`src/rtl/voxel_gpu_fb_ctrl_if.sv`:
```
// -----------------------------------------------------------------------------
// voxel_gpu_fb_ctrl_if
// Avalon-MM style bus bundle used for both the register slave port and the
// clear-engine master port of the voxel GPU framebuffer controller.
//
// Parameters:
//   ADDR_W       address width (8 for the register slave, 32 for the master)
// Signals:
//   address      word/byte address          (master -> slave)
//   writedata    32-bit write data          (master -> slave)
//   write        write strobe               (master -> slave)
//   read         read strobe                (master -> slave)
//   readdata     32-bit read data           (slave -> master)
//   readdatavalid read data valid           (slave -> master)
//   waitrequest  stall                      (slave -> master)
// -----------------------------------------------------------------------------
interface voxel_gpu_fb_ctrl_if #(
    parameter int ADDR_W = 32
);
    logic [ADDR_W-1:0] address;
    logic [31:0]       writedata;
    logic              write;
    logic              read;
    logic [31:0]       readdata;
    logic              readdatavalid;
    logic              waitrequest;

    modport master (
        output address, writedata, write, read,
        input  readdata, readdatavalid, waitrequest
    );

    modport slave (
        input  address, writedata, write, read,
        output readdata, readdatavalid, waitrequest
    );
endinterface

```
`src/rtl/voxel_gpu_fb_ctrl.sv`:
```
// -----------------------------------------------------------------------------
// voxel_gpu_fb_ctrl
// Framebuffer controller for the voxel GPU. Holds front/back buffer pointers,
// swaps them on the end-of-frame strobe once software requests it, and runs a
// clear engine that fills the back buffer with a replicated fill colour over
// an Avalon-MM master. A level interrupt reports swap and clear completion.
//
// Ports:
//   clock       system clock
//   reset       asynchronous, active-high reset
//   s1          register slave (8-bit word address; readdata combinational,
//               waitrequest/readdatavalid tied 0)
//   m1          clear-engine master (32-bit byte address, write only;
//               read tied 0, readdata/readdatavalid unused)
//   frame_done  one-cycle end-of-frame strobe from the video output
//   irq         level interrupt: irq_en & (swap_irq | clear_irq)
//
// Register map (word address):
//   0x00 FRONT  R: front pointer, W: any value requests a swap
//   0x01 BACK   R/W back pointer
//   0x02 STATUS RO {clear_irq, swap_irq, clear_busy, swap_pending}
//   0x03 CTRL   bit0 irq_en; W bit2 clears swap_irq, W bit3 clears clear_irq
//   0x04 FILL   R/W, low PIXEL_BYTES*8 bits kept
//   0x05 CLEAR  W bit0 starts a clear; reads 0
//   0x06 PERF   RO cycles of the last clear (only with VOXEL_GPU_PERF_EN)
//
// Build option: define VOXEL_GPU_PERF_EN to include the clear cycle counter.
// -----------------------------------------------------------------------------
module voxel_gpu_fb_ctrl #(
    parameter logic [31:0] DEFAULT_BUFFER      = 32'h0800_0000,
    parameter logic [31:0] DEFAULT_BACK_BUFFER = 32'h0800_0000,
    parameter int          H_RES               = 320,
    parameter int          V_RES               = 240,
    parameter int          PIXEL_BYTES         = 2
) (
    input  logic                    clock,
    input  logic                    reset,
    voxel_gpu_fb_ctrl_if.slave      s1,
    voxel_gpu_fb_ctrl_if.master     m1,
    input  logic                    frame_done,
    output logic                    irq
);

    localparam int          WORDS      = (H_RES * V_RES * PIXEL_BYTES) / 4;
    localparam logic [31:0] LAST_INDEX = 32'(WORDS - 1);
    localparam logic [31:0] FILL_MASK  = (PIXEL_BYTES == 4) ? 32'hFFFF_FFFF :
                                         (PIXEL_BYTES == 2) ? 32'h0000_FFFF :
                                                              32'h0000_00FF;

    typedef enum logic {
        IDLE  = 1'b0,
        WRITE = 1'b1
    } state_t;

    state_t      state;
    state_t      state_next;

    logic [31:0] front;
    logic [31:0] back;
    logic [31:0] fill;
    logic        irq_en;
    logic        swap_pending;
    logic        swap_irq;
    logic        clear_irq;
    logic [31:0] base;
    logic [31:0] fill_word;
    logic [31:0] index;

    logic        sel_front;
    logic        sel_back;
    logic        sel_ctrl;
    logic        sel_fill;
    logic        start;
    logic        clear_busy;
    logic        accept;
    logic        last_accept;
    logic        do_swap;

    // Spread one pixel of fill colour across a full 32-bit bus word.
    function automatic logic [31:0] replicate_fill(input logic [31:0] f);
        logic [31:0] r;
        case (PIXEL_BYTES)
            1:       r = {4{f[7:0]}};
            2:       r = {2{f[15:0]}};
            default: r = f;
        endcase
        return r;
    endfunction

    function automatic logic [31:0] sat_inc(input logic [31:0] v);
        return (v == 32'hFFFF_FFFF) ? v : v + 32'd1;
    endfunction

    assign sel_front   = s1.write && (s1.address == 8'h00);
    assign sel_back    = s1.write && (s1.address == 8'h01);
    assign sel_ctrl    = s1.write && (s1.address == 8'h03);
    assign sel_fill    = s1.write && (s1.address == 8'h04);
    assign start       = s1.write && (s1.address == 8'h05) && s1.writedata[0];

    assign clear_busy  = (state == WRITE);
    assign accept      = clear_busy && !m1.waitrequest;
    assign last_accept = accept && (index == LAST_INDEX);
    // A clear in progress owns the back buffer, so frame_done cannot swap.
    assign do_swap     = frame_done && swap_pending && !clear_busy;

    assign irq             = irq_en && (swap_irq || clear_irq);
    assign s1.waitrequest  = 1'b0;
    assign s1.readdatavalid = 1'b0;

    // Master outputs derive from the state register so an asynchronous reset
    // drops m1.write in the same instant.
    assign m1.write     = clear_busy;
    assign m1.read      = 1'b0;
    assign m1.address   = clear_busy ? (base + (index << 2)) : 32'h0;
    assign m1.writedata = clear_busy ? fill_word : 32'h0;

    always_ff @(posedge clock or posedge reset) begin
        if (reset) begin
            state <= IDLE;
        end else begin
            state <= state_next;
        end
    end

    always_comb begin
        state_next = state;
        case (state)
            IDLE:    if (start)       state_next = WRITE;
            WRITE:   if (last_accept) state_next = IDLE;
            default: state_next = IDLE;
        endcase
    end

    always_ff @(posedge clock or posedge reset) begin
        if (reset) begin
            front        <= DEFAULT_BUFFER;
            back         <= DEFAULT_BACK_BUFFER;
            fill         <= 32'h0;
            irq_en       <= 1'b0;
            swap_pending <= 1'b0;
            swap_irq     <= 1'b0;
            clear_irq    <= 1'b0;
            base         <= 32'h0;
            fill_word    <= 32'h0;
            index        <= 32'h0;
        end else begin
            if (do_swap) begin
                front <= back;
            end
            // A software BACK write in the swap cycle takes precedence.
            if (sel_back) begin
                back <= s1.writedata;
            end else if (do_swap) begin
                back <= front;
            end

            if (do_swap) begin
                swap_pending <= 1'b0;
            end else if (sel_front) begin
                swap_pending <= 1'b1;
            end

            if (sel_fill) begin
                fill <= s1.writedata & FILL_MASK;
            end
            if (sel_ctrl) begin
                irq_en <= s1.writedata[0];
            end

            // Hardware event wins over a software clear in the same cycle.
            if (do_swap) begin
                swap_irq <= 1'b1;
            end else if (sel_ctrl && s1.writedata[2]) begin
                swap_irq <= 1'b0;
            end
            if (last_accept) begin
                clear_irq <= 1'b1;
            end else if (sel_ctrl && s1.writedata[3]) begin
                clear_irq <= 1'b0;
            end

            // The running clear works on its own snapshot of base and colour.
            if (!clear_busy && start) begin
                base      <= back;
                fill_word <= replicate_fill(fill);
                index     <= 32'h0;
            end else if (accept) begin
                index <= index + 32'd1;
            end
        end
    end

`ifdef VOXEL_GPU_PERF_EN
    logic [31:0] perf_run;
    logic [31:0] perf_last;

    // Every cycle spent in WRITE counts, stalls included.
    always_ff @(posedge clock or posedge reset) begin
        if (reset) begin
            perf_run  <= 32'h0;
            perf_last <= 32'h0;
        end else begin
            if (!clear_busy && start) begin
                perf_run <= 32'h0;
            end else if (clear_busy) begin
                perf_run <= sat_inc(perf_run);
            end
            if (last_accept) begin
                perf_last <= sat_inc(perf_run);
            end
        end
    end
`endif

    always_comb begin
        s1.readdata = 32'h0;
        case (s1.address)
            8'h00: s1.readdata = front;
            8'h01: s1.readdata = back;
            8'h02: s1.readdata = {28'h0, clear_irq, swap_irq, clear_busy, swap_pending};
            8'h03: s1.readdata = {31'h0, irq_en};
            8'h04: s1.readdata = fill;
`ifdef VOXEL_GPU_PERF_EN
            8'h06: s1.readdata = perf_last;
`endif
            default: s1.readdata = 32'h0;
        endcase
    end

endmodule
```
`src/flat_wrapper.sv`:
```
// flat-port wrapper written by rule: the top's interface ports become plain ports
module voxel_gpu_fb_ctrl_flat 
#(
    parameter logic [31:0] DEFAULT_BUFFER      = 32'h0800_0000,
    parameter logic [31:0] DEFAULT_BACK_BUFFER = 32'h0800_0000,
    parameter int          H_RES               = 320,
    parameter int          V_RES               = 240,
    parameter int          PIXEL_BYTES         = 2
)
  (clock, reset, frame_done, irq, s1_address, s1_writedata, s1_write, s1_read, s1_readdata, s1_readdatavalid, s1_waitrequest, m1_address, m1_writedata, m1_write, m1_read, m1_readdata, m1_readdatavalid, m1_waitrequest);
  voxel_gpu_fb_ctrl_if s1_i ();
  voxel_gpu_fb_ctrl_if m1_i ();
  input  logic clock;
  input  logic reset;
  input  logic frame_done;
  output logic irq;
  input wire logic [$bits(s1_i.address)-1:0] s1_address;
  input wire logic [$bits(s1_i.writedata)-1:0] s1_writedata;
  input wire logic [$bits(s1_i.write)-1:0] s1_write;
  input wire logic [$bits(s1_i.read)-1:0] s1_read;
  output wire logic [$bits(s1_i.readdata)-1:0] s1_readdata;
  output wire logic [$bits(s1_i.readdatavalid)-1:0] s1_readdatavalid;
  output wire logic [$bits(s1_i.waitrequest)-1:0] s1_waitrequest;
  output wire logic [$bits(m1_i.address)-1:0] m1_address;
  output wire logic [$bits(m1_i.writedata)-1:0] m1_writedata;
  output wire logic [$bits(m1_i.write)-1:0] m1_write;
  output wire logic [$bits(m1_i.read)-1:0] m1_read;
  input wire logic [$bits(m1_i.readdata)-1:0] m1_readdata;
  input wire logic [$bits(m1_i.readdatavalid)-1:0] m1_readdatavalid;
  input wire logic [$bits(m1_i.waitrequest)-1:0] m1_waitrequest;
  assign s1_i.address = s1_address;
  assign s1_i.writedata = s1_writedata;
  assign s1_i.write = s1_write;
  assign s1_i.read = s1_read;
  assign s1_readdata = s1_i.readdata;
  assign s1_readdatavalid = s1_i.readdatavalid;
  assign s1_waitrequest = s1_i.waitrequest;
  assign m1_address = m1_i.address;
  assign m1_writedata = m1_i.writedata;
  assign m1_write = m1_i.write;
  assign m1_read = m1_i.read;
  assign m1_i.readdata = m1_readdata;
  assign m1_i.readdatavalid = m1_readdatavalid;
  assign m1_i.waitrequest = m1_waitrequest;
  voxel_gpu_fb_ctrl #(.DEFAULT_BUFFER(DEFAULT_BUFFER), .DEFAULT_BACK_BUFFER(DEFAULT_BACK_BUFFER), .H_RES(H_RES), .V_RES(V_RES), .PIXEL_BYTES(PIXEL_BYTES)) u_core (.clock(clock), .reset(reset), .s1(s1_i), .m1(m1_i), .frame_done(frame_done), .irq(irq));
endmodule
```
`config.mk`:
```
export PLATFORM = sky130hd
export DESIGN_NAME = voxel_gpu_fb_ctrl_flat
export DESIGN_NICKNAME = d
export VERILOG_FILES = /design/src/rtl/voxel_gpu_fb_ctrl_if.sv /design/src/rtl/voxel_gpu_fb_ctrl.sv /design/src/flat_wrapper.sv
export SDC_FILE = /design/constraint.sdc
export NUM_CORES = 1
export LEC_CHECK = 0
export CAP_MARGIN = 20
export CORE_MARGIN = 2
export CORE_UTILIZATION = 42
export CTS_CLUSTER_SIZE = 28
export DETAILED_ROUTE_END_ITERATION = 6
export PLACE_DENSITY = 0.76
export SYNTH_ARGS = -nofsm -noshare
export SYNTH_HDL_FRONTEND = slang
export SYNTH_SLANG_ARGS = --single-unit
```
`constraint.sdc`:
```
create_clock -name clock -period 18.05 [get_ports clock]
set_clock_uncertainty 0.15 [all_clocks]
set_input_delay 5.415 -clock clock [delete_from_list [all_inputs] [get_ports clock]]
set_output_delay 5.415 -clock clock [all_outputs]
set_load 0.01 [all_outputs]
```
==> impl_metrics.json <==
{
  "cap_violations": 0,
  "synth_area_leaders": "dfrtp_1 (44%), nand2_1 (7.9%), mux2_2 (5.9%), mux2i_1 (4.3%), ha_1 (4.0%)",
  "cp-end-kind": "primary output",
  "finalHoldViolations": 0,
  "synth.avg_cell_area_sq_um": 9.11,
  "synth-async-reset-ratio": 1.00,
  "fp.dieW_um": 153,
  "p_leak_nw": 5.85,
  "yosys.area.top_type": "dfrtp_1",
  "io_buffers": 166,
  "setup_viol": 0,
  "yosysWarnings": 0,
  "synthCells": 1026,
  "ys_seq_area_frac": 0.442,
  "clockBufferDepth": 2,
  "grt_pass1_wl_mm": 39.8,
  "io_pins": 204,
  "cts_sinks": 165,
  "ys_ff_latch": 165,
  "ff_latch_area_sq_mm": 0.00413,
  "worst_ep_arrival_time_ps": 8270,
  "cts_root_buffer": "clkbuf_16",
  "viasPerCell": 5.44,
  "switching_share": 0.243,
  "grt_use_total": 0.210,
  "tns_ps": 0,
  "min_path_type": "reg2reg",
  "grt_use_met2": 0.324,
  "dr.pass1.iters": 5,
  "drtIter0Drc": 740,
  "pwr-share-clk": 0.451,
  "ir_worst_vdd_v": 0.0000644,
  "antenna_found_initial": 0,
  "grtUsageMet3": 0.0335,
  "dp_hpwl_mm": 17.1,
  "fp.coreArea_sq_mm": 0.0218,
  "ant_nets": 0,
  "grt_start_max_net_pins": 101,
  "ys.flop_type": "dfrtp_1",
  "comb_power_share": 0.094,
  "postCtsSetupBuffers": 0,
  "numCtsBuffers": 17,
  "period_needed_ps": 13840,
  "num_vias": 7845,
  "seqPwrFrac": 0.455,
  "die_h_um": 153,
  "power_density_mw_per_mm2": 72.1,
  "grtUsageMet1": 0.306,
  "cts-hold-fix-buffers": 0,
  "cts_resized": 0,
  "final_util": 0.537,
  "syn_area_sq_mm": 0.00935,
  "rows": 54,
  "diodes": 0,
  "dieArea_sq_mm": 0.0235,
  "hold_ws_ps": 312,
  "post-route-drc-count": 0,
  "fin_crit_sh": 0.767,
  "worst_pin_slew_ps": 934,
  "multiInputGateArea_sq_mm": 0.00475,
  "cp-start-kind": "input pin",
  "drv_slew": 0,
  "worstSetupPathType": "in2out",
  "start_util": 0.428,
  "drive_gt1_frac": 0.0886,
  "nets": 1283,
  "run_status": "finished clean",
  "rsz0062_at_grt": "false",
  "fin_ws_ps": 4210,
  "post_drt_wl_per_cell_um": 16.9,
  "htree_num_levels": 4,
  "insertion_delay_ps": 430,
  "clk_pin_slew_ps": 70,
  "synth_top_area_frac": 0.436,
  "cp_data_required_time_ps": 12480,
  "busiest_layer": "met2",
  "finalWirelength_mm": 24.4,
  "critPathMaxFanout": 32,
  "grt_pass1_vias": 7631,
  "synth_edf_count": 0,
  "clock.fmax_mhz": 72.3,
  "p_sw_mw": 0.206,
  "pre_cts_slack_ps": 4230,
  "nFillCells": 1906,
  "relSlewSlack": 0.361,
  "synth_cell_type_count": 56,
  "area_growth_pct": 25.4,
  "gp_congestion": 0.848,
  "cts_tree": "built",
  "gr-total-overflow": 0,
  "intPower_mw": 0.639
}
-- logic make-up (layout without fill, tap and decap cells) --
logic type                 Yosys count  count (layout)  share of synthesized area
and+or+nand+nor                    415             415                      0.197
buffers and inverters              103             237                     0.0535
muxes                               89              89                      0.102
DFF                                165             165                      0.442
adders and majority gates           31              31                     0.0423
AOI/OAI and AO/OA                  181             181                      0.124
other                                1               3                   0.000401
xor gates and xnor gates            41              41                     0.0384
-- cells in the final DEF (no fill, tap or decap), types with 5 or more instances in the layout --
cell type,count
nand2_1,197
clkdlybuf4s50_1,166
dfrtp_1,163
nor2_1,96
a21oi_1,70
mux2_2,49
mux2i_1,40
inv_1,30
ha_1,30
o21ai_0,28
xor2_1,26
and2_1,25
nand3_1,20
nand4_1,18
clkbuf_16,17
a22o_1,16
xnor2_1,15
nor4_1,12
a222oi_1,12
nor3_1,8
nand2b_1,8
a21o_1,8
inv_6,7
a22oi_1,6
nor2b_1,6
o211ai_1,6
buf_4,6
and3_1,5
o21bai_1,5
o21a_1,5
-- cells in the mapped netlist, drive strengths merged, types with 5 or more instances --
cell and count:
o211ai 6, a21oi 70, mux2i 40, nand4 18
nand3 21, a22oi 6, o21a 5, a21o 8
ha 30, xor2 26, clkbuf 29, dfrtp 163
and2 25, nor3 10, nand2b 8, a22o 16
mux2 49, and3 5, nor2b 6, xnor2 15
nor4 12, o21bai 5, o21ai 32, inv 31
a222oi 12, nand2 198, buf 43, nor2 98
-- final timing paths --
path	from	to	slack, ps	cells past startpoint
setup / recovery	s1_address[5]	s1_readdata[3]	4210	9
hold reg to reg	u_core.fill_word[20]	u_core.fill_word[20]	310	2
min in group asynchronous	reset	u_core.base[0]	5400	2
setup reg to reg	u_core.m1.write	u_core.base[30]	14910	6
max in group asynchronous	reset	u_core.index[22]	10960	3
hold / removal	u_core.fill_word[20]	u_core.fill_word[20]	310	2
-- through the flow --
| stage | power [mW] | cells | instance area (sq um) |
|---|---|---|---|
| after floorplan | 0.429 | 1028 | 9360 |
| after CTS | 0.850 | 1440 | 11700 |
| after global placement | 0.469 | 1408 | 11100 |
| final | 0.845 | 1442 | 11700 |
| after detailed placement | 0.471 | 1408 | 11100 |
| after global routing | 0.877 | 1442 | 11700 |
-- power groups by stage --
stage                     clock (mW)  sequential (mW)  combinational (mW)
after floorplan                    0            0.388              0.0404
after global placement             0            0.390              0.0788
after detailed placement           0            0.390              0.0809
after CTS                      0.385            0.384              0.0814
after global routing           0.403            0.385              0.0895
final                          0.381            0.384              0.0797
-- metal layers --
layer | share of wire | wire [um]
met1 | 0.48 | 11600
met2 | 0.46 | 11200
met5 | 0 | 0
met4 | 0.013 | 327
met3 | 0.050 | 1230
-- worst max-delay path: stages --
cell and delay, ps:
clkdlybuf4s50_1 390, nor4_1 320, nand4_1 210, or3_1 430
nor3_4 180, buf_4 400, a22oi_1 200, o21ai_1 150
clkdlybuf4s50_1 570
-- registers in the layout (all words and copies together), names as in the netlist, 16 cells and up --
register          count
u_core.base          32
u_core.front         32
u_core.fill          16
u_core.fill_word     16
u_core.back          32
u_core.index         32
-- final cells by class --
class                      count  share of cell area
sequential                   165               0.352
clock buffer                  18              0.0366
clock inverter                14              0.0160
tap                          280              0.0299
inverter                      31              0.0103
timing repair buffer         174               0.150
multi-input combinational    760               0.405
(Power assumes the default switching activity.)
